**src/rtl/fir_seq_pkg.sv**
```systemverilog
`default_nettype none
// ============================================================================
//  Module      : fir_seq_pkg
//  Description : Shared definitions for the FIR frame sequencer: the
//                sequencer state type, the frame counter width and the
//                flush-counter width helper.
//  Revision    : 1.0 - initial release
// ============================================================================
package fir_seq_pkg;

    // Sequencer states, explicitly encoded.
    typedef enum logic [1:0] {
        IDLE  = 2'd0,
        PASS  = 2'd1,
        FLUSH = 2'd2
    } seq_state_e;

    // Width of the completed-frame counter.
    localparam int unsigned c_FRAME_CNT_W = 16;

    // Width of the flush down-counter, which must hold NUM_TAPS-1.
    function automatic int unsigned flush_cnt_width(input int unsigned num_taps);
        if (num_taps < 2) begin
            return 1;
        end
        return $clog2(num_taps);
    endfunction

endpackage : fir_seq_pkg
`default_nettype wire

```
**src/rtl/axis_out_reg.sv**
```systemverilog
`default_nettype none
// ============================================================================
//  Module      : axis_out_reg
//  Description : Single-entry AXI-Stream output register. It loads a new
//                beat whenever it is empty or its current beat is being
//                accepted downstream; otherwise tdata/tlast hold stable.
//  Ports       : clk_i/rst_ni   - clock, asynchronous active-low reset
//                in_valid_i     - a beat is offered for loading
//                in_data_i      - beat data
//                in_last_i      - beat tlast
//                out_ready_i    - downstream ready
//                out_valid_o    - registered valid
//                out_data_o     - registered data
//                out_last_o     - registered tlast
//                load_en_o      - register will take in_* at the next edge
//  Revision    : 1.0 - initial release
// ============================================================================
module axis_out_reg #(
    parameter int unsigned DATA_W = 32
) (
    input  logic              clk_i,
    input  logic              rst_ni,
    input  logic              in_valid_i,
    input  logic [DATA_W-1:0] in_data_i,
    input  logic              in_last_i,
    input  logic              out_ready_i,
    output logic              out_valid_o,
    output logic [DATA_W-1:0] out_data_o,
    output logic              out_last_o,
    output logic              load_en_o
);

    logic              r_valid_q;
    logic [DATA_W-1:0] r_data_q;
    logic              r_last_q;
    logic              w_load_en;

    // Empty, or the current beat leaves this cycle.
    assign w_load_en = !r_valid_q || out_ready_i;

    always_ff @(posedge clk_i or negedge rst_ni) begin
        if (!rst_ni) begin
            r_valid_q <= 1'b0;
            r_data_q  <= '0;
            r_last_q  <= 1'b0;
        end else if (w_load_en) begin
            r_valid_q <= in_valid_i;
            r_data_q  <= in_data_i;
            r_last_q  <= in_last_i;
        end
    end

    assign out_valid_o = r_valid_q;
    assign out_data_o  = r_data_q;
    assign out_last_o  = r_last_q;
    assign load_en_o   = w_load_en;

endmodule : axis_out_reg
`default_nettype wire

```
**src/rtl/fir_frame_sequencer.sv**
```systemverilog
`default_nettype none
// ============================================================================
//  Module      : fir_frame_sequencer
//  Description : Frame controller in front of a NUM_TAPS-tap FIR. Forwards
//                each upstream frame, then injects NUM_TAPS-1 zero beats to
//                drain the FIR tail, marking the last zero with tlast.
//                Frames longer than MAX_FRAME_LEN are force-terminated and
//                flagged through the sticky err_overlong.
//  Config      : FIR_SEQ_FRAME_CNT_EN - when defined, frame_count is a
//                16-bit wrapping count of completed frames; otherwise it is
//                tied to zero.
//  Ports       : s00_axis_aclk     - clock
//                s00_axis_aresetn  - asynchronous active-low reset
//                s00_axis_*        - upstream AXI-Stream slave
//                m00_axis_*        - downstream AXI-Stream master (to FIR)
//                busy              - frame or flush in progress
//                err_overlong      - sticky, a frame was truncated
//                frame_count       - completed frames
//  Revision    : 1.0 - initial release
// ============================================================================
module fir_frame_sequencer
    import fir_seq_pkg::*;
#(
    parameter int unsigned C_S00_AXIS_TDATA_WIDTH = 32,
    parameter int unsigned C_M00_AXIS_TDATA_WIDTH = 32,
    parameter int unsigned NUM_TAPS               = 15,
    parameter int unsigned MAX_FRAME_LEN          = 1024
) (
    input  logic                              s00_axis_aclk,
    input  logic                              s00_axis_aresetn,
    input  logic                              s00_axis_tvalid,
    input  logic [C_S00_AXIS_TDATA_WIDTH-1:0] s00_axis_tdata,
    input  logic                              s00_axis_tlast,
    output logic                              s00_axis_tready,
    output logic                              m00_axis_tvalid,
    output logic [C_M00_AXIS_TDATA_WIDTH-1:0] m00_axis_tdata,
    output logic                              m00_axis_tlast,
    input  logic                              m00_axis_tready,
    output logic                              busy,
    output logic                              err_overlong,
    output logic [c_FRAME_CNT_W-1:0]          frame_count
);

    localparam int unsigned c_SAMP_W  = $clog2(MAX_FRAME_LEN + 1);
    localparam int unsigned c_FLUSH_W = flush_cnt_width(NUM_TAPS);
    localparam logic [c_SAMP_W-1:0]  c_MAX_LEN   = c_SAMP_W'(MAX_FRAME_LEN);
    localparam logic [c_FLUSH_W-1:0] c_FLUSH_LEN = c_FLUSH_W'(NUM_TAPS - 1);
    localparam logic [c_FLUSH_W-1:0] c_FLUSH_ONE = c_FLUSH_W'(1);

    seq_state_e                  r_state_q, w_state_d;
    logic [c_SAMP_W-1:0]         r_samp_q,  w_samp_d;
    logic [c_FLUSH_W-1:0]        r_flush_q, w_flush_d;
    logic                        r_err_q,   w_err_d;

    logic [c_SAMP_W-1:0]               w_samp_inc;
    logic                              w_load_en;
    logic                              w_s_hs;
    logic                              w_last_hs;
    logic                              w_ld_valid;
    logic [C_M00_AXIS_TDATA_WIDTH-1:0] w_ld_data;
    logic                              w_ld_last;

    // Gated by reset so that every output reads 0 while reset is held.
    assign s00_axis_tready = s00_axis_aresetn && (r_state_q != FLUSH) && w_load_en;
    assign w_s_hs          = s00_axis_tvalid && s00_axis_tready;
    assign w_last_hs       = m00_axis_tvalid && m00_axis_tready && m00_axis_tlast;
    assign w_samp_inc      = r_samp_q + 1'b1;

    // ------------------------------------------------------------------
    // State register
    // ------------------------------------------------------------------
    always_ff @(posedge s00_axis_aclk or negedge s00_axis_aresetn) begin
        if (!s00_axis_aresetn) begin
            r_state_q <= IDLE;
            r_samp_q  <= '0;
            r_flush_q <= '0;
            r_err_q   <= 1'b0;
        end else begin
            r_state_q <= w_state_d;
            r_samp_q  <= w_samp_d;
            r_flush_q <= w_flush_d;
            r_err_q   <= w_err_d;
        end
    end

    // ------------------------------------------------------------------
    // Next-state and output-register load logic
    // ------------------------------------------------------------------
    always_comb begin
        w_state_d  = r_state_q;
        w_samp_d   = r_samp_q;
        w_flush_d  = r_flush_q;
        w_err_d    = r_err_q;
        w_ld_valid = 1'b0;
        w_ld_data  = '0;
        w_ld_last  = 1'b0;

        unique case (r_state_q)
            IDLE, PASS: begin
                if (w_s_hs) begin
                    w_ld_valid = 1'b1;
                    w_ld_data  = C_M00_AXIS_TDATA_WIDTH'(s00_axis_tdata);
                    if (s00_axis_tlast || (w_samp_inc == c_MAX_LEN)) begin
                        // Real or forced end of frame: arm the flush.
                        w_state_d = FLUSH;
                        w_samp_d  = '0;
                        w_flush_d = c_FLUSH_LEN;
                        if (!s00_axis_tlast) begin
                            w_err_d = 1'b1;
                        end
                    end else begin
                        w_state_d = PASS;
                        w_samp_d  = w_samp_inc;
                    end
                end
            end
            FLUSH: begin
                if (r_flush_q != '0) begin
                    // Emit one zero per free register slot; backpressure
                    // stalls the count so no zero is lost or repeated.
                    if (w_load_en) begin
                        w_ld_valid = 1'b1;
                        w_ld_last  = (r_flush_q == c_FLUSH_ONE);
                        w_flush_d  = r_flush_q - 1'b1;
                    end
                end else if (w_last_hs) begin
                    // All zeros issued; leave once the tlast beat is taken.
                    w_state_d = IDLE;
                end
            end
            default: begin
                w_state_d = IDLE;
            end
        endcase
    end

    // ------------------------------------------------------------------
    // Output register
    // ------------------------------------------------------------------
    axis_out_reg #(
        .DATA_W (C_M00_AXIS_TDATA_WIDTH)
    ) u_out_reg (
        .clk_i       (s00_axis_aclk),
        .rst_ni      (s00_axis_aresetn),
        .in_valid_i  (w_ld_valid),
        .in_data_i   (w_ld_data),
        .in_last_i   (w_ld_last),
        .out_ready_i (m00_axis_tready),
        .out_valid_o (m00_axis_tvalid),
        .out_data_o  (m00_axis_tdata),
        .out_last_o  (m00_axis_tlast),
        .load_en_o   (w_load_en)
    );

    // ------------------------------------------------------------------
    // Completed-frame counter
    // ------------------------------------------------------------------
`ifdef FIR_SEQ_FRAME_CNT_EN
    logic [c_FRAME_CNT_W-1:0] r_frame_cnt_q;

    always_ff @(posedge s00_axis_aclk or negedge s00_axis_aresetn) begin
        if (!s00_axis_aresetn) begin
            r_frame_cnt_q <= '0;
        end else if (w_last_hs) begin
            r_frame_cnt_q <= r_frame_cnt_q + 1'b1;
        end
    end

    assign frame_count = r_frame_cnt_q;
`else
    assign frame_count = '0;
`endif

    assign busy         = (r_state_q != IDLE);
    assign err_overlong = r_err_q;

endmodule : fir_frame_sequencer
`default_nettype wire
```
**config.mk**
```make
export PLATFORM = sky130hd
export DESIGN_NAME = fir_frame_sequencer
export DESIGN_NICKNAME = d
export VERILOG_FILES = /design/src/rtl/fir_seq_pkg.sv /design/src/rtl/axis_out_reg.sv /design/src/rtl/fir_frame_sequencer.sv
export SDC_FILE = /design/constraint.sdc
export NUM_CORES = 1
export LEC_CHECK = 0
export CORE_MARGIN = 2
export CORE_UTILIZATION = 30
export DETAILED_ROUTE_END_ITERATION = 8
export GPL_TIMING_DRIVEN = 0
export PLACE_DENSITY = 0.65
export SYNTH_ARGS = -nofsm -noshare
export SYNTH_HDL_FRONTEND = slang
export SYNTH_SLANG_ARGS = --single-unit
```
**constraint.sdc**
```tcl
create_clock -name s00_axis_aclk -period 2.45 [get_ports s00_axis_aclk]
set_input_delay 0.3675 -clock s00_axis_aclk [delete_from_list [all_inputs] [get_ports s00_axis_aclk]]
set_output_delay 0.3675 -clock s00_axis_aclk [all_outputs]
set_load 0.05 [all_outputs]
```
==> results of run 1 <==
[cell type report]
class | count | area (um2) | share of cell area
flip-flops and latches | 52 | 1300 | 0.379
clock buffers | 6 | 72.6 | 0.0211
clock inverters | 1 | 5.00 | 0.00146
inverters | 3 | 11.3 | 0.00328
plain buffers | 27 | 164 | 0.0478
repair buffers | 73 | 738 | 0.215
well taps | 102 | 128 | 0.0372
multi-input cells | 152 | 1010 | 0.295
[registers in the layout (all words and copies together), names as in the netlist]
name,cells
u_out_reg.out_valid_o,1
err_overlong,1
u_out_reg.out_last_o,1
r_samp_q,11
u_out_reg.out_data_o,32
r_state_q,2
r_flush_q,4
[where the power goes]
group	switching, mW	leakage, nW	total (mW)	internal [mW]
Clock	0.267	0.0410	0.462	0.195
Combinational	0.273	0.809	0.476	0.203
Sequential	0.0505	0.691	0.964	0.914
Total	0.591	1.54	1.90	1.31
[worst max-delay path: cells and delay by family, from the launching register on]
kind	cells	cell delay (ns)
AOI/OAI and AO/OA	3	0.73
and+or+nand+nor	2	0.65
DFF	1	0.50
muxes	1	0.31
[through the flow]
step | power [mW] | instance area (um2) | instances
final | 1.90 | 3430 | 416
after CTS | 1.94 | 3430 | 416
after floorplan | 1.30 | 2490 | 234
after detailed placement | 1.46 | 3350 | 409
after global placement | 1.45 | 3340 | 408
after global routing | 2.02 | 3430 | 416
[worst max-delay path by stage]
stage,slack (ns),depth (start not counted),end
finish,0.16,6,r_flush_q[1]
detailed placement,-0.14,7,u_out_reg.out_data_o[21]
global placement,-2.10,6,u_out_reg.out_data_o[25]
global route,0.06,5,r_flush_q[3]
CTS,0.05,5,s00_axis_tready
floorplan,0.34,6,r_flush_q[1]
[routing by layer]
| metal | track usage | share of wire |
|---|---|---|
| met5 | 0 | 0 |
| met4 | 0.0326 | 0.0083 |
| met3 | 0.0401 | 0.072 |
| met2 | 0.216 | 0.47 |
| met1 | 0.168 | 0.45 |
[Yosys cell counts, types with 4 or more instances]
master	count
sky130_fd_sc_hd__dfrtp_1	52
sky130_fd_sc_hd__a22o_1	33
sky130_fd_sc_hd__nand2_1	19
sky130_fd_sc_hd__buf_4	16
sky130_fd_sc_hd__nand3_1	11
sky130_fd_sc_hd__nor2_1	11
sky130_fd_sc_hd__clkbuf_1	9
sky130_fd_sc_hd__o21ai_0	9
sky130_fd_sc_hd__mux2i_1	6
sky130_fd_sc_hd__a21oi_1	4
sky130_fd_sc_hd__a31oi_1	4
[logic make-up after synthesis]
kind of cell,after synthesis,share of synthesized area
other,1,0.00154
flip-flops,52,0.535
AO/OA/AOI/OAI,61,0.208
XOR/XNOR,1,0.00360
AND/OR/NAND/NOR,64,0.134
adder cells (fa/ha/maj),3,0.0154
buffers and inverters,30,0.0715
multiplexers,7,0.0309
[timing repair]
item	4_1_cts	5_1_grt
setup buffers	0	0
endpoints found under the setup margin	0	2
gates resized for setup	0	3
==> run_summary.xml, run 1 <==
<?xml version="1.0" encoding="UTF-8"?>
<metrics>
  <group name="setup_path">
    <metric name="reg2reg_slack" unit="ns">0.16</metric>
    <metric name="required_arrival_time_at_the_worst_endpoint" unit="ns">2.65</metric>
    <metric name="worst_r2r_startpoint" unit="">r_samp_q[6]</metric>
    <metric name="timing.critical_path.slowest_cell_delay" unit="ns">0.51</metric>
    <metric name="worst_r2r_path_depth" unit="">6</metric>
    <metric name="crit_start" unit="">r_samp_q[6]</metric>
    <metric name="crit_path_max_fanout" unit="">10</metric>
    <metric name="kind_of_end_point_of_the_critical_path" unit="">register</metric>
    <metric name="setup.worst_path.class" unit="">register to register</metric>
    <metric name="crit_chain" unit="">nand3_4 &gt; or4_4 &gt; a221oi_4 &gt; a21oi_4 &gt; o21ai_4 &gt; mux2_4</metric>
    <metric name="slowest_stage" unit="">sky130_fd_sc_hd__or4_4</metric>
    <metric name="worstReg2RegEnd" unit="">r_flush_q[1]</metric>
    <metric name="crit_path_arrival_time" unit="ns">2.49</metric>
    <metric name="start_kind" unit="">register</metric>
  </group>
  <group name="clock_network">
    <metric name="number_of_buffers_added_to_fix_hold_violations_after_cts" unit="">0</metric>
    <metric name="cts_tree" unit="">built</metric>
    <metric name="cts.path.max_buffers" unit="">2</metric>
    <metric name="total_clock_buffers_created_by_cts" unit="">5</metric>
    <metric name="cts_root_buffer" unit="">sky130_fd_sc_hd__clkbuf_8</metric>
    <metric name="clk_transition_reported_paths" unit="ns">0.09</metric>
    <metric name="clk-insertion-delay-late" unit="ns">0.30</metric>
    <metric name="cts-htree-levels" unit="">2</metric>
    <metric name="cts_num_sinks" unit="">52</metric>
  </group>
  <group name="grt">
    <metric name="initial_antenna_violation_count" unit="">0</metric>
    <metric name="maximum_number_of_pins_on_one_net_before_global_route_repair" unit="">35</metric>
    <metric name="number_of_global_route_vias_before_repair" unit="">1949</metric>
    <metric name="grt_pass1_wl" unit="um">9200</metric>
    <metric name="track_usage" unit="">0.131</metric>
    <metric name="total_grt_overflow" unit="">0</metric>
  </group>
  <group name="timing">
    <metric name="rsz0062_at_grt" unit="">no</metric>
    <metric name="report.final.slew_viol_count" unit="">0</metric>
    <metric name="min_period_over_period" unit="">0.935</metric>
    <metric name="period_minus_slack" unit="ns">2.29</metric>
    <metric name="final-hold-violation-count" unit="">0</metric>
    <metric name="whs" unit="ns">0.0172</metric>
    <metric name="timing.final.ws_setup" unit="ns">0.159</metric>
    <metric name="timing.final.setup_violations" unit="">0</metric>
    <metric name="worst-slew-pin-transition" unit="ns">0.531</metric>
    <metric name="max_fclk" unit="GHz">0.437</metric>
    <metric name="setup-tns-final" unit="ns">0</metric>
    <metric name="slew_headroom" unit="">0.645</metric>
    <metric name="fin_skew" unit="ns">0.00813</metric>
  </group>
  <group name="route">
    <metric name="drt_iter0_drc" unit="">95</metric>
    <metric name="antenna_violating_nets_post_route" unit="">0</metric>
    <metric name="detail_route.first_pass.iterations" unit="">4</metric>
    <metric name="post-route-drc-count" unit="">0</metric>
    <metric name="via_count_of_the_routed_design" unit="">1946</metric>
    <metric name="routedWlPerCell" unit="um">13.4</metric>
    <metric name="postRouteWirelength" unit="um">5560</metric>
    <metric name="viasPerCell" unit="">4.68</metric>
  </group>
  <group name="die">
    <metric name="core_area" unit="um2">7810</metric>
    <metric name="fp.dieW" unit="um">94.0</metric>
    <metric name="die_area" unit="um2">8840</metric>
    <metric name="floorplan.die.height" unit="um">94.0</metric>
    <metric name="starting_utilization_of_the_core_area" unit="">0.311</metric>
    <metric name="std_cell_rows" unit="">32</metric>
    <metric name="boundaryPins" unit="">90</metric>
  </group>
  <group name="worst_hold_path">
    <metric name="min_path_type" unit="">input port to async pin</metric>
  </group>
  <group name="logic_synthesis">
    <metric name="ys.flop_type" unit="">sky130_fd_sc_hd__dfrtp_1</metric>
    <metric name="synthCells" unit="">219</metric>
    <metric name="seq_area_frac_synth" unit="">0.535</metric>
    <metric name="postSynthAreaPerCell" unit="um2">11.1</metric>
    <metric name="synthesis.area" unit="um2">2430</metric>
    <metric name="synth_largest_type_area_fraction" unit="">0.535</metric>
    <metric name="ys_ff_latch" unit="">52</metric>
    <metric name="synth.top_cells.by_area" unit="">sky130_fd_sc_hd__dfrtp_1 54%, sky130_fd_sc_hd__a22o_1 12%, sky130_fd_sc_hd__buf_4 4.9%</metric>
    <metric name="synthDistinctLibCells" unit="">40</metric>
    <metric name="synth_largest_area_cell" unit="">sky130_fd_sc_hd__dfrtp_1</metric>
    <metric name="synth_async_sr_flop_share" unit="">1.00</metric>
    <metric name="synth_edf_count" unit="">0</metric>
    <metric name="synth_warnings" unit="">0</metric>
  </group>
  <group name="power_and_ir_drop">
    <metric name="cellLeakagePower" unit="nW">1.54</metric>
    <metric name="cellPowerDensity" unit="nW/um2">554</metric>
    <metric name="ir_worst_vdd" unit="mV">0.269</metric>
  </group>
  <group name="placed_design">
    <metric name="gp_congestion" unit="">0.837</metric>
    <metric name="hpwl" unit="um">4140</metric>
    <metric name="preCtsSetupSlack" unit="ns">-0.140</metric>
    <metric name="number_of_input_and_output_port_buffers_inserted" unit="">72</metric>
  </group>
  <group name="layout">
    <metric name="mostFrequentLayoutCell" unit="">sky130_fd_sc_hd__clkdlybuf4s50_1</metric>
    <metric name="fillcell_total" unit="">770</metric>
    <metric name="post_route_cells_drive_above_1_share" unit="">0.127</metric>
    <metric name="area_growth" unit="%">41.2</metric>
    <metric name="leading_cell_types_in_the_layout_fill_and_taps_excluded" unit="">70 x sky130_fd_sc_hd__clkdlybuf4s50_1, 52 x sky130_fd_sc_hd__dfrtp_1, 33 x sky130_fd_sc_hd__a22o_1</metric>
    <metric name="diodes" unit="">0</metric>
    <metric name="final_core_util" unit="">0.440</metric>
    <metric name="design.final.nets" unit="">354</metric>
  </group>
  <group name="status">
    <metric name="run_status" unit="">finished clean</metric>
  </group>
  <group name="job">
    <metric name="cap_viol_max_count" unit="">0</metric>
  </group>
</metrics>
(Power assumes the default switching activity.)
==> inputs of run 2 (changes only) <==
--- a/config.mk
+++ b/config.mk
@@ -10,6 +10,7 @@
 export DETAILED_ROUTE_END_ITERATION = 8
 export GPL_TIMING_DRIVEN = 0
 export PLACE_DENSITY = 0.65
+export SLEW_MARGIN = 20
 export SYNTH_ARGS = -nofsm -noshare
 export SYNTH_HDL_FRONTEND = slang
 export SYNTH_SLANG_ARGS = --single-unit
==> constraint.sdc (replaced) <==
create_clock -name s00_axis_aclk -period 2.45 [get_ports s00_axis_aclk]
set_input_delay 0.49 -clock s00_axis_aclk [delete_from_list [all_inputs] [get_ports s00_axis_aclk]]
set_output_delay 0.49 -clock s00_axis_aclk [all_outputs]
set_load 0.05 [all_outputs]
==> run 2 against run 1 <==
Die area did not move. Combinational power down 1%. First-iteration DRC count is 4.2% higher. Register-to-register slack about the same. Non-clock buffer count fell by 1. Via count down 0.31%. Clock power up 10%. Critical endpoint is now s00_axis_tready. Cell area hardly changed.
==> run_summary.xml, run 2 (synthesized netlist as in run 1, its figures left out) <==
<?xml version="1.0" encoding="UTF-8"?>
<metrics>
  <group name="grt">
    <metric name="global_route.usage.met3" unit="">0.0417</metric>
    <metric name="track_usage" unit="">0.130</metric>
    <metric name="initial_antenna_violation_count" unit="">0</metric>
    <metric name="globalRouteMet1Util" unit="">0.167</metric>
    <metric name="global_route.usage.met2" unit="">0.211</metric>
    <metric name="busiest_grt_layer" unit="">met2</metric>
    <metric name="grt_pass1_wl" unit="um">9090</metric>
    <metric name="total_grt_overflow" unit="">0</metric>
    <metric name="maximum_number_of_pins_on_one_net_before_global_route_repair" unit="">55</metric>
    <metric name="number_of_global_route_vias_before_repair" unit="">1962</metric>
  </group>
  <group name="placed_design">
    <metric name="hpwl" unit="um">4020</metric>
    <metric name="number_of_input_and_output_port_buffers_inserted" unit="">72</metric>
    <metric name="placed_cells" unit="">408</metric>
    <metric name="gp_congestion" unit="">0.837</metric>
  </group>
  <group name="layout">
    <metric name="diodes" unit="">0</metric>
    <metric name="fillcell_total" unit="">771</metric>
    <metric name="largest_register_ffs" unit="">32</metric>
    <metric name="post_route_cells_drive_above_1_share" unit="">0.127</metric>
    <metric name="area_growth" unit="%">41.1</metric>
    <metric name="design.final.nets" unit="">353</metric>
    <metric name="instances_no_fill" unit="">416</metric>
    <metric name="leading_cell_types_in_the_layout_fill_and_taps_excluded" unit="">70 x sky130_fd_sc_hd__clkdlybuf4s50_1, 52 x sky130_fd_sc_hd__dfrtp_1, 33 x sky130_fd_sc_hd__a22o_1</metric>
    <metric name="final_core_util" unit="">0.439</metric>
    <metric name="mostFrequentLayoutCell" unit="">sky130_fd_sc_hd__clkdlybuf4s50_1</metric>
  </group>
  <group name="route">
    <metric name="routedWlPerCell" unit="um">13.3</metric>
    <metric name="detail_route.first_pass.iterations" unit="">4</metric>
    <metric name="antenna_violating_nets_post_route" unit="">0</metric>
    <metric name="drt_iter0_drc" unit="">99</metric>
    <metric name="via_count_of_the_routed_design" unit="">1940</metric>
    <metric name="viasPerCell" unit="">4.66</metric>
    <metric name="post-route-drc-count" unit="">0</metric>
    <metric name="postRouteWirelength" unit="um">5550</metric>
  </group>
  <group name="die">
    <metric name="floorplan.die.height" unit="um">94.0</metric>
    <metric name="core_area" unit="um2">7810</metric>
    <metric name="std_cell_rows" unit="">32</metric>
    <metric name="boundaryPins" unit="">90</metric>
    <metric name="die_area" unit="um2">8840</metric>
    <metric name="fp.dieW" unit="um">94.0</metric>
    <metric name="starting_utilization_of_the_core_area" unit="">0.311</metric>
  </group>
  <group name="setup_path">
    <metric name="reg2reg_slack" unit="ns">0.15</metric>
    <metric name="worst_r2r_startpoint" unit="">r_samp_q[6]</metric>
    <metric name="crit_path_arrival_time" unit="ns">1.87</metric>
    <metric name="crit_start" unit="">m00_axis_tready</metric>
    <metric name="crit_path_max_fanout" unit="">4</metric>
    <metric name="worst_r2r_path_depth" unit="">6</metric>
    <metric name="setup.worst_path.class" unit="">input port to primary output</metric>
    <metric name="start_kind" unit="">input port</metric>
    <metric name="kind_of_end_point_of_the_critical_path" unit="">primary output</metric>
    <metric name="required_arrival_time_at_the_worst_endpoint" unit="ns">1.96</metric>
  </group>
  <group name="clock_network">
    <metric name="cts_num_sinks" unit="">52</metric>
    <metric name="cts.path.max_buffers" unit="">2</metric>
    <metric name="clk-insertion-delay-late" unit="ns">0.30</metric>
    <metric name="cts_tree" unit="">built</metric>
    <metric name="post_cts.resized_instances" unit="">1</metric>
    <metric name="cts_root_buffer" unit="">sky130_fd_sc_hd__clkbuf_8</metric>
    <metric name="post_cts_buffers" unit="">0</metric>
    <metric name="number_of_buffers_added_to_fix_hold_violations_after_cts" unit="">0</metric>
    <metric name="clk_transition_reported_paths" unit="ns">0.09</metric>
    <metric name="total_clock_buffers_created_by_cts" unit="">5</metric>
    <metric name="cts-htree-levels" unit="">2</metric>
  </group>
  <group name="timing">
    <metric name="setup-tns-final" unit="ns">0</metric>
    <metric name="worst-slew-pin-transition" unit="ns">0.531</metric>
    <metric name="min_period_over_period" unit="">0.964</metric>
    <metric name="rsz0062_at_grt" unit="">no</metric>
    <metric name="fin_skew" unit="ns">0.00735</metric>
    <metric name="slew_headroom" unit="">0.645</metric>
    <metric name="final-hold-violation-count" unit="">0</metric>
    <metric name="timing.final.setup_violations" unit="">0</metric>
    <metric name="period_minus_slack" unit="ns">2.36</metric>
    <metric name="report.final.slew_viol_count" unit="">0</metric>
    <metric name="max_fclk" unit="GHz">0.423</metric>
  </group>
  <group name="power_and_ir_drop">
    <metric name="cellPowerDensity" unit="nW/um2">567</metric>
    <metric name="power.total" unit="mW">1.95</metric>
    <metric name="cellLeakagePower" unit="nW">1.52</metric>
    <metric name="ir_worst_vdd" unit="mV">0.278</metric>
  </group>
  <group name="job">
    <metric name="cap_viol_max_count" unit="">0</metric>
  </group>
  <group name="status">
    <metric name="run_status" unit="">finished clean</metric>
  </group>
  <group name="worst_hold_path">
    <metric name="min_path_type" unit="">input port to async pin</metric>
  </group>
</metrics>
[run 2: cell count changes in the layout (fill, tap and decap cells not counted), sizes merged]
cell | previous run | this run
dlygate4sd2 | 0 | 1
clkbuf | 15 | 16
clkinv | 1 | 0
clkinvlp | 0 | 1
dlymetal6s2s | 1 | 0
buf | 20 | 19
[run 2: layout make-up]
cell class                      count  area [um2]  area share
Clock inverter                      1        7.51     0.00219
Clock buffer                        7        86.3      0.0252
Sequential cell                    52        1300       0.379
Buffer                             27         164      0.0478
Multi-Input combinational cell    152        1010       0.295
Timing Repair Buffer               72         721       0.210
Inverter                            3        11.3     0.00328
Tap cell                          102         128      0.0372
[run 2: report_power, final]
group / internal (mW) / switching [mW]
Sequential: 0.914 / 0.0516
Clock: 0.230 / 0.278
Combinational: 0.200 / 0.271
Total: 1.34 / 0.601
[run 2: per-stage QoR]
stage	instance area, um2	setup slack [ns]	hold slack (ns)
floorplan	2490	0.342	0.194
global placement	3340	-2.22	0.460
detailed placement	3330	-0.313	0.459
CTS	3430	0.0153	0.243
global route	3430	0.0115	0.154
finish	3430	0.0882	0.116
[run 2: critical path: stages]
cell and delay (ns):
sky130_fd_sc_hd__clkdlybuf4s50_1 0.50, sky130_fd_sc_hd__nand2b_1 0.18, sky130_fd_sc_hd__nand2_1 0.07, sky130_fd_sc_hd__nor2_1 0.10, sky130_fd_sc_hd__dlygate4sd2_1 0.53
[run 2: layer usage]
metal	vias up	wire [um]
li1	949	-
met1	921	2480
met2	63	2600
met3	7	411
met4	0	63
met5	-	0
[run 2: worst paths after layout]
kind,endpoint
hold reg to reg,err_overlong
setup reg to reg,r_flush_q[1]
max in group asynchronous,err_overlong
hold / removal,r_flush_q[1]
min in group s00_axis_aclk,err_overlong
setup / recovery,s00_axis_tready
==> inputs of run 3 (changes only) <==
==> constraint.sdc (replaced) <==
create_clock -name s00_axis_aclk -period 2.45 [get_ports s00_axis_aclk]
set_input_delay 0.49 -clock s00_axis_aclk [delete_from_list [all_inputs] [get_ports s00_axis_aclk]]
set_output_delay 0.49 -clock s00_axis_aclk [all_outputs]
set_load 0.1 [all_outputs]
==> run 3 against run 2 <==
Fmax rose by 0.54%. Wire length rose by 1.7%. Critical path depth fell by 4. Cell area fell by 0.18%. Register-to-register slack barely moved. Via count barely moved. Critical endpoint is now m00_axis_tvalid. Largest cell class unchanged.
==> run_summary.xml, run 3 (synthesized netlist as in run 1, its figures left out) <==
<?xml version="1.0" encoding="UTF-8"?>
<metrics>
  <group name="setup_path">
    <metric name="crit_start" unit="">u_out_reg.out_valid_o</metric>
    <metric name="timing.critical_path.slowest_cell_delay" unit="ns">1.16</metric>
    <metric name="cp.depth" unit="">1</metric>
    <metric name="worstReg2RegEnd" unit="">r_flush_q[1]</metric>
    <metric name="setup.worst_path.class" unit="">register to primary output</metric>
    <metric name="start_kind" unit="">register</metric>
    <metric name="kind_of_end_point_of_the_critical_path" unit="">primary output</metric>
    <metric name="worst_r2r_startpoint" unit="">r_samp_q[5]</metric>
    <metric name="worst_r2r_path_depth" unit="">6</metric>
    <metric name="worst-path-buf-inv" unit="">1</metric>
    <metric name="critical_path.endpoint" unit="">m00_axis_tvalid</metric>
    <metric name="required_arrival_time_at_the_worst_endpoint" unit="ns">1.96</metric>
    <metric name="slowest_stage" unit="">sky130_fd_sc_hd__clkdlybuf4s50_1</metric>
    <metric name="crit_path_max_fanout" unit="">4</metric>
    <metric name="crit_path_arrival_time" unit="ns">1.86</metric>
    <metric name="crit_chain" unit="">clkdlybuf4s50_1</metric>
    <metric name="reg2reg_slack" unit="ns">0.15</metric>
    <metric name="timing.critical_path.max_delay_family" unit="">buffers and inverters</metric>
  </group>
  <group name="clock_network">
    <metric name="cts.path.max_buffers" unit="">2</metric>
    <metric name="cts_num_sinks" unit="">52</metric>
    <metric name="total_clock_buffers_created_by_cts" unit="">5</metric>
    <metric name="number_of_buffers_added_to_fix_hold_violations_after_cts" unit="">0</metric>
    <metric name="cts-htree-levels" unit="">2</metric>
    <metric name="post_cts_buffers" unit="">0</metric>
    <metric name="cts_tree" unit="">built</metric>
    <metric name="cts_root_buffer" unit="">sky130_fd_sc_hd__clkbuf_8</metric>
    <metric name="clk-insertion-delay-late" unit="ns">0.30</metric>
    <metric name="clk_transition_reported_paths" unit="ns">0.10</metric>
  </group>
  <group name="status">
    <metric name="run_status" unit="">finished clean</metric>
  </group>
  <group name="grt">
    <metric name="total_grt_overflow" unit="">0</metric>
    <metric name="track_usage" unit="">0.133</metric>
    <metric name="grt_pass1_wl" unit="um">9340</metric>
    <metric name="initial_antenna_violation_count" unit="">0</metric>
    <metric name="number_of_global_route_vias_before_repair" unit="">1954</metric>
    <metric name="maximum_number_of_pins_on_one_net_before_global_route_repair" unit="">55</metric>
  </group>
  <group name="placed_design">
    <metric name="gp_congestion" unit="">0.791</metric>
    <metric name="preCtsSetupSlack" unit="ns">-0.545</metric>
    <metric name="postPlaceCellArea" unit="um2">3340</metric>
    <metric name="placed_cells" unit="">408</metric>
    <metric name="hpwl" unit="um">4080</metric>
    <metric name="number_of_input_and_output_port_buffers_inserted" unit="">72</metric>
  </group>
  <group name="power_and_ir_drop">
    <metric name="cellLeakagePower" unit="nW">1.52</metric>
    <metric name="cellPowerDensity" unit="nW/um2">598</metric>
    <metric name="power.total" unit="mW">2.05</metric>
    <metric name="ir_worst_vdd" unit="mV">0.219</metric>
  </group>
  <group name="die">
    <metric name="boundaryPins" unit="">90</metric>
    <metric name="fp.dieW" unit="um">94.0</metric>
    <metric name="core_area" unit="um2">7810</metric>
    <metric name="std_cell_rows" unit="">32</metric>
    <metric name="starting_utilization_of_the_core_area" unit="">0.311</metric>
    <metric name="floorplan.die.height" unit="um">94.0</metric>
    <metric name="die_area" unit="um2">8840</metric>
  </group>
  <group name="job">
    <metric name="cap_viol_max_count" unit="">0</metric>
  </group>
  <group name="worst_hold_path">
    <metric name="min_path_type" unit="">input port to async pin</metric>
  </group>
  <group name="route">
    <metric name="detail_route.first_pass.iterations" unit="">4</metric>
    <metric name="routedWlPerCell" unit="um">13.6</metric>
    <metric name="post-route-drc-count" unit="">0</metric>
    <metric name="postRouteWirelength" unit="um">5640</metric>
    <metric name="viasPerCell" unit="">4.67</metric>
    <metric name="antenna_violating_nets_post_route" unit="">0</metric>
    <metric name="drt_iter0_drc" unit="">66</metric>
    <metric name="via_count_of_the_routed_design" unit="">1941</metric>
  </group>
  <group name="layout">
    <metric name="diodes" unit="">0</metric>
    <metric name="mostFrequentLayoutCell" unit="">sky130_fd_sc_hd__clkdlybuf4s50_1</metric>
    <metric name="final_cell_area" unit="um2">3420</metric>
    <metric name="area_growth" unit="%">40.9</metric>
    <metric name="final_core_util" unit="">0.439</metric>
    <metric name="post_route_cells_drive_above_1_share" unit="">0.137</metric>
    <metric name="largest_register_ffs" unit="">32</metric>
    <metric name="design.final.nets" unit="">353</metric>
    <metric name="leading_cell_types_in_the_layout_fill_and_taps_excluded" unit="">69 x sky130_fd_sc_hd__clkdlybuf4s50_1, 52 x sky130_fd_sc_hd__dfrtp_1, 33 x sky130_fd_sc_hd__a22o_1</metric>
    <metric name="instances_no_fill" unit="">416</metric>
  </group>
  <group name="timing">
    <metric name="period_minus_slack" unit="ns">2.35</metric>
    <metric name="timing.final.ws_setup" unit="ns">0.101</metric>
    <metric name="slew_headroom" unit="">0.332</metric>
    <metric name="max_fclk" unit="GHz">0.426</metric>
    <metric name="fin_skew" unit="ns">0.00485</metric>
    <metric name="report.final.slew_viol_count" unit="">0</metric>
    <metric name="rsz0062_at_grt" unit="">no</metric>
    <metric name="timing.final.setup_violations" unit="">0</metric>
    <metric name="final-hold-violation-count" unit="">0</metric>
    <metric name="worst-slew-pin-transition" unit="ns">0.999</metric>
    <metric name="setup-tns-final" unit="ns">0</metric>
    <metric name="whs" unit="ns">0.100</metric>
    <metric name="min_period_over_period" unit="">0.959</metric>
  </group>
</metrics>
-- run 3: layout make-up --
cell class	instances	area (um2)
multi-input cells	152	1010
repair buffers	72	716
fillers	757	4380
clock inverters	3	21.3
inverters	3	11.3
plain buffers	27	164
well taps	102	128
flip-flops and latches	52	1300
clock buffers	5	68.8
-- run 3: per-layer routing --
metal	part of all wire	track usage
met1	0.47	0.179
met4	0.0046	0.0290
met2	0.47	0.214
met5	0	0
met3	0.054	0.0353
-- run 3: power by group --
group	switching [mW]	internal (mW)	leakage, nW	total, mW
registers	0.0541	0.914	0.691	0.968
logic	0.381	0.199	0.783	0.581
clock network	0.295	0.203	0.0445	0.499
total	0.731	1.32	1.52	2.05
-- run 3: worst min-delay path by stage --
stage | endpoint | slack, ns
finish | r_flush_q[3] | 0.10
global route | r_flush_q[3] | 0.15
CTS | r_flush_q[3] | 0.23
detailed placement | r_state_q[0] | 0.47
global placement | r_state_q[0] | 0.47
floorplan | err_overlong | 0.19
-- run 3: what timing repair did --
item / in CTS / in global routing
setup endpoints to repair: 3 / 4
pin swaps: 0 / 0
resized for setup: 5 / 3
